[src/rtl/ce_phase_gen.sv]
// ce_phase_gen: phased clock-enable generator for the 24 MHz domain.
// A free-running master counter produces the pixel/CPU/video enables. The
// counter starts after a short startup hold and can be frozen with `hold`.
// When the CE_PHASE_GEN_ACC_EN macro is defined, NACC programmable fractional
// phase accumulators are also built. They derive the subcarrier and audio
// clocks. When the macro is undefined, acc_tick/acc_sq are tied to 0.
module ce_phase_gen #(
  parameter int CTR_WIDTH = 6,   // >= 5; MSB drives pipe_ab
  parameter int INIT_HOLD = 3,   // 0..31 startup cycles
  parameter int NACC      = 2,   // 1..4 accumulator channels
  parameter int ACC_WIDTH = 32   // 8..32
) (
  input  logic                 clk24,
  input  logic                 reset_n,
  input  logic                 hold,
  input  logic                 delta_we,
  input  logic [1:0]           delta_sel,
  input  logic [ACC_WIDTH-1:0] delta_data,
  output logic                 ce12,
  output logic                 ce6,
  output logic                 ce6x,
  output logic                 ce3,
  output logic                 ce1m5,
  output logic                 video_slice,
  output logic                 pipe_ab,
  output logic                 running,
  output logic [CTR_WIDTH-1:0] ctr_q,
  output logic [NACC-1:0]      acc_tick,
  output logic [NACC-1:0]      acc_sq
);

  localparam logic [5:0] HOLD_END = 6'(INIT_HOLD);

  logic [4:0] init_cnt;
  logic [5:0] init_nxt;

  assign init_nxt = {1'b0, init_cnt} + 6'd1;

  // Startup hold: count edges after reset release until INIT_HOLD is reached.
  always_ff @(posedge clk24 or negedge reset_n) begin
    if (!reset_n) begin
      init_cnt <= '0;
      running  <= 1'b0;
    end else if (!running) begin
      // NOTE: sequential state uses non-blocking (<=) so every register samples pre-edge values.
      init_cnt <= init_nxt[4:0];
      running  <= (init_nxt >= HOLD_END);
    end
  end

  // Master counter and CE decode, registered from the pre-increment value.
  always_ff @(posedge clk24 or negedge reset_n) begin
    if (!reset_n) begin
      ctr_q       <= '0;
      ce12        <= 1'b0;
      ce6         <= 1'b0;
      ce6x        <= 1'b0;
      ce3         <= 1'b0;
      ce1m5       <= 1'b0;
      video_slice <= 1'b0;
      pipe_ab     <= 1'b0;
    end else if (running) begin
      if (!hold) begin
        ctr_q       <= ctr_q + CTR_WIDTH'(1);
        ce12        <= ctr_q[0];
        ce6         <= ctr_q[1] & ctr_q[0];
        ce6x        <= ctr_q[1] & ~ctr_q[0];
        ce3         <= (ctr_q[2:0] == 3'b110);
        ce1m5       <= (ctr_q[3:0] == 4'b0110);
        video_slice <= ~ctr_q[2];
        pipe_ab     <= ctr_q[CTR_WIDTH-1];
      end else begin
        // Frozen: CEs drop, the slice/pipe selects keep their last phase.
        ce12  <= 1'b0;
        ce6   <= 1'b0;
        ce6x  <= 1'b0;
        ce3   <= 1'b0;
        ce1m5 <= 1'b0;
      end
    end
  end

`ifdef CE_PHASE_GEN_ACC_EN
  logic [ACC_WIDTH-1:0] acc   [NACC];
  logic [ACC_WIDTH-1:0] delta [NACC];
  logic [ACC_WIDTH:0]   sum   [NACC];

  // Per-channel widened add; the extra MSB is the carry reported as acc_tick.
  always_comb begin
    for (int i = 0; i < NACC; i++) begin
      sum[i] = {1'b0, acc[i]} + {1'b0, delta[i]};
    end
  end

  // Accumulate once running; a delta write restarts its channel from zero.
  always_ff @(posedge clk24 or negedge reset_n) begin
    if (!reset_n) begin
      // NOTE: these small register arrays are reset element by element because their cleared state is architectural; large RAMs are normally left unreset.
      for (int i = 0; i < NACC; i++) begin
        acc[i]   <= '0;
        delta[i] <= '0;
      end
      acc_tick <= '0;
    end else begin
      for (int i = 0; i < NACC; i++) begin
        if (delta_we && (int'(delta_sel) == i)) begin
          delta[i]    <= delta_data;
          acc[i]      <= '0;
          acc_tick[i] <= 1'b0;
        end else if (running) begin
          acc[i]      <= sum[i][ACC_WIDTH-1:0];
          acc_tick[i] <= sum[i][ACC_WIDTH];
        end else begin
          acc_tick[i] <= 1'b0;
        end
      end
    end
  end

  // Square-wave output is the accumulator MSB.
  always_comb begin
    // NOTE: assign a default before the loop so no bit can hold its value and infer a latch.
    acc_sq = '0;
    for (int i = 0; i < NACC; i++) begin
      acc_sq[i] = acc[i][ACC_WIDTH-1];
    end
  end
`else
  logic unused_acc_inputs;

  assign unused_acc_inputs = ^{delta_we, delta_sel, delta_data};
  assign acc_tick          = '0;
  assign acc_sq            = '0;
`endif

endmodule

[config.mk]
export PLATFORM = sky130hd
export DESIGN_NAME = ce_phase_gen
export DESIGN_NICKNAME = d
export VERILOG_FILES = /design/src/rtl/ce_phase_gen.sv
export SDC_FILE = /design/constraint.sdc
export NUM_CORES = 1
export LEC_CHECK = 0
export ABC_AREA = 1
export BUFFER_PORTS_ARGS = -buffer_cell sky130_fd_sc_hd__buf_2
export CAP_MARGIN = 20
export CORE_MARGIN = 2
export CORE_UTILIZATION = 44
export CTS_BUF_LIST = sky130_fd_sc_hd__clkbuf_4
export DETAILED_ROUTE_END_ITERATION = 10
export PLACE_DENSITY = 0.82
export SETUP_SLACK_MARGIN = 0.1
export SKIP_LAST_GASP = 1
export SLEW_MARGIN = 20
export SYNTH_ARGS = -nofsm -noshare
export SYNTH_HDL_FRONTEND = slang
export SYNTH_SLANG_ARGS = --single-unit
[constraint.sdc]
create_clock -name clk24 -period 1.4 [get_ports clk24]
set_input_delay 0.21 -clock clk24 [delete_from_list [all_inputs] [get_ports clk24]]
set_output_delay 0.21 -clock clk24 [all_outputs]
set_load 0.02 [all_outputs]
==> flow_summary.yaml <==
die:
  dieArea_um2: 2480
  core-area_um2: 1960
  die_w_um: 49.8
  die_h_um: 49.8
  rows: 16
  ioPinCount: 56
  initial_core_util_pct: 47.1
power_and_ir_drop:
  switching_share_pct: 41.6
  finalPower_mw: 1.72
  ir_drop_v: 0.00118
  p_switching_mw: 0.715
  p_int_mw: 1.00
  pwr-share-seq_pct: 47.8
  p_comb_share_pct: 35.9
  leakage_nw: 0.576
  power_density_nw_per_um2: 1620
  clockPowerShare_pct: 16.3
setup_path:
  cpMostUsedCell: "nand2_1"
  r2r-end: "running$_DFF_PN0_"
  crit_slowest_cell: "dfrtp_1"
  path_class: "register to register"
  cp_cell_sequence: "ha_2 -> nand3_1 -> nand2_1 -> nand2_1 -> nor2_1 -> nand2_1"
  rr_worst_depth: 6
  cp.arrival_ns: 1.43
  worstSetupEndpointType: "register"
  cp_max_fo: 6
  max_stage_delay_ns: 0.45
  reg2reg_from: "init_cnt[1]$_DFFE_PN0N_"
  crit_required_ns: 1.60
  cp-start-kind: "register"
  rrSetupSlack_ns: 0.18
yosys:
  synth_compound_area_share_pct: 5.28
  seq_area_frac_synth_pct: 51.5
  synthTopCellsByArea: "dfrtp_1, nand2_1, ha_1"
  ys_ff_latch: 19
  synthXorXnorAreaFrac_pct: 5.69
  synth_warnings: 0
  muxShareOfSynthArea_pct: 0
  synth_top_cell_by_area: "dfrtp_1"
  yosysUniqueCellTypes: 21
  synth_area_um2: 923
  synth_cells: 97
  synth_top_family_by_area: "simple AND/OR/NAND/NOR gates"
  yosys.area_share.simple_pct: 22.6
  synthAdderAreaFrac_pct: 5.42
  syn_area_per_cell_um2: 9.52
  yosysTopAreaCellShare_pct: 51.5
layout:
  area_growth_pct: 15.3
  fillers: 196
  final_net_count: 160
  n_antenna_cell: 0
  ff_latch_area_um2: 478
  layout-drive-gt1-share_pct: 27.4
  fin_cells: 144
  multiInputGateArea_um2: 385
clock_network:
  cts_tree: "done"
  cts_root_buf: "clkbuf_4"
  htreeDepth: 1
  clk_latency_ns: 0.30
  clk_path_buf_depth: 2
  cts_setup_buffers: 0
  clock_sinks: 19
  cts_inserted_buffers: 3
  clk_pin_slew_ns: 0.11
routing:
  ant_nets: 0
  wl_mm: 1.61
  first_pass_iters: 2
  drt_iter0_drc: 4
  wl_per_cell_um: 11.2
  via_count: 657
  drc: 0
  avgViaCountPerCell: 4.56
grt:
  grt_pass1_vias: 644
  globalRouteTotalUtil_pct: 15.4
  antenna_found_initial: 0
  globalRouteOverflowTotal: 0
  grt_pass1_wl_mm: 2.84
  grt_max_degree: 20
placement:
  dp.cells: 139
  gp_congestion: 0.750
  numPortBuffers: 16
  dpl.hpwl_mm: 1.20
timing:
  fin_skew_ns: 0.00381
  fin_crit_sh_pct: 87.3
  clock.fmax_ghz: 0.818
  whs_ns: 0.226
  maxSlewViolCount: 0
  setup_viol_count_final: 0
  finalHoldViolCount: 0
  setup_tns_ns: 0
  rsz0062_at_grt: "false"
  min_period_ns: 1.22
worst_hold_path:
  hold_path.class: "primary input to register"
  hold_depth: 4
  hold_end: "ce12$_DFFE_PN0P_"
  hold_start: "hold"
outcome:
  status: "completed"
flow_run:
  maxCapViolCount: 0
[sequential cells by signal (all words and copies together) (netlist names)]
register / flops
ctr_q: 6
init_cnt: 5
ce12: 1
ce1m5: 1
ce3: 1
ce6: 1
ce6x: 1
pipe_ab: 1
running: 1
video_slice: 1
[synthesized netlist by cell type]
master    count
o21ai_1       2
xor2_1        4
dfrtp_1      19
buf_4         4
inv_2         2
nand3_1       4
nand3_4       1
conb_1        1
nor2_4        1
nor2_1        4
inv_1         8
nand2_1      28
nand4_1       2
buf_6         1
clkinv_2      1
xnor2_1       2
ha_1          4
nor3_4        1
nand2_4       1
o21ai_0       6
a22o_1        1
[area by class of cell]
type	count	area share, %
Timing Repair Buffer	18	9.17
Multi-Input combinational cell	65	36.2
Inverter	11	4.00
Sequential cell	19	44.9
Clock inverter	1	0.470
Tap cell	27	3.17
Clock buffer	3	2.12
[layer usage]
| layer | vias to the layer above | GRT usage [%] | part of all wire [%] | wire length, um |
|---|---|---|---|---|
| met3 | 4 | 5.45 | 4.0 | 65 |
| met2 | 17 | 25.1 | 51 | 824 |
| li1 | 337 | - | - | - |
| met1 | 299 | 19.4 | 44 | 705 |
| met4 | 0 | 4.17 | 0.87 | 14 |
| met5 | - | 0 | 0 | 0 |
[worst max-delay path by stage]
| stage | start | end | cells past startpoint |
|---|---|---|---|
| detailed placement | init_cnt[0]$_DFFE_PN0N_ | running$_DFF_PN0_ | 5 |
| global placement | init_cnt[0]$_DFFE_PN0N_ | running$_DFF_PN0_ | 5 |
| CTS | init_cnt[0]$_DFFE_PN0N_ | running$_DFF_PN0_ | 5 |
| global route | init_cnt[1]$_DFFE_PN0N_ | running$_DFF_PN0_ | 6 |
| floorplan | ctr_q[0]$_DFFE_PN0P_ | ctr_q[4]$_DFFE_PN0P_ | 4 |
| finish | init_cnt[1]$_DFFE_PN0N_ | running$_DFF_PN0_ | 6 |
[per-stage QoR]
stage,util (%),area [um^2],setup slack [ns]
floorplan,-,935,0.211
global placement,51.7,1010,0.205
detailed placement,51.7,1010,0.183
CTS,53.7,1050,0.162
global route,54.3,1060,0.0879
finish,54.3,1060,0.177
[worst max-delay path: cells and delay by family (launching register included)]
kind                       cells  cell delay [ns]
adders and majority gates      1             0.27
DFF                            1             0.45
and+or+nand+nor                5             0.41
[cells by family after synthesis]
group | after synthesis
buf+inv | 16
compound gates | 9
other cells | 1
xor+xnor | 6
simple gates | 42
flops | 19
fa+ha+maj | 4
[cells in the final DEF (no fill, tap or decap), types with 3 or more instances in the layout]
master and n:
nand2_1 28, dfrtp_1 17, buf_2 16, inv_1 8, o21ai_0 6, nand3_1 4, nor2_1 4, xor2_1 4
conb_1 4, ha_1 3, clkbuf_4 3
[repair_timing]
action	in CTS	in global routing
hold endpoints to repair	19	0
resized for setup	1	3
setup endpoints to repair	1	1
hold buffers	1	0
[power by group through the flow]
stage	combinational, mW	sequential, mW	clock [mW]
CTS	0.633	0.826	0.290
floorplan	0.252	0.990	0
global route	0.680	0.847	0.319
finish	0.617	0.823	0.280
detailed placement	0.619	0.836	0
global placement	0.605	0.825	0
Power figures use the tool's default switching activity.
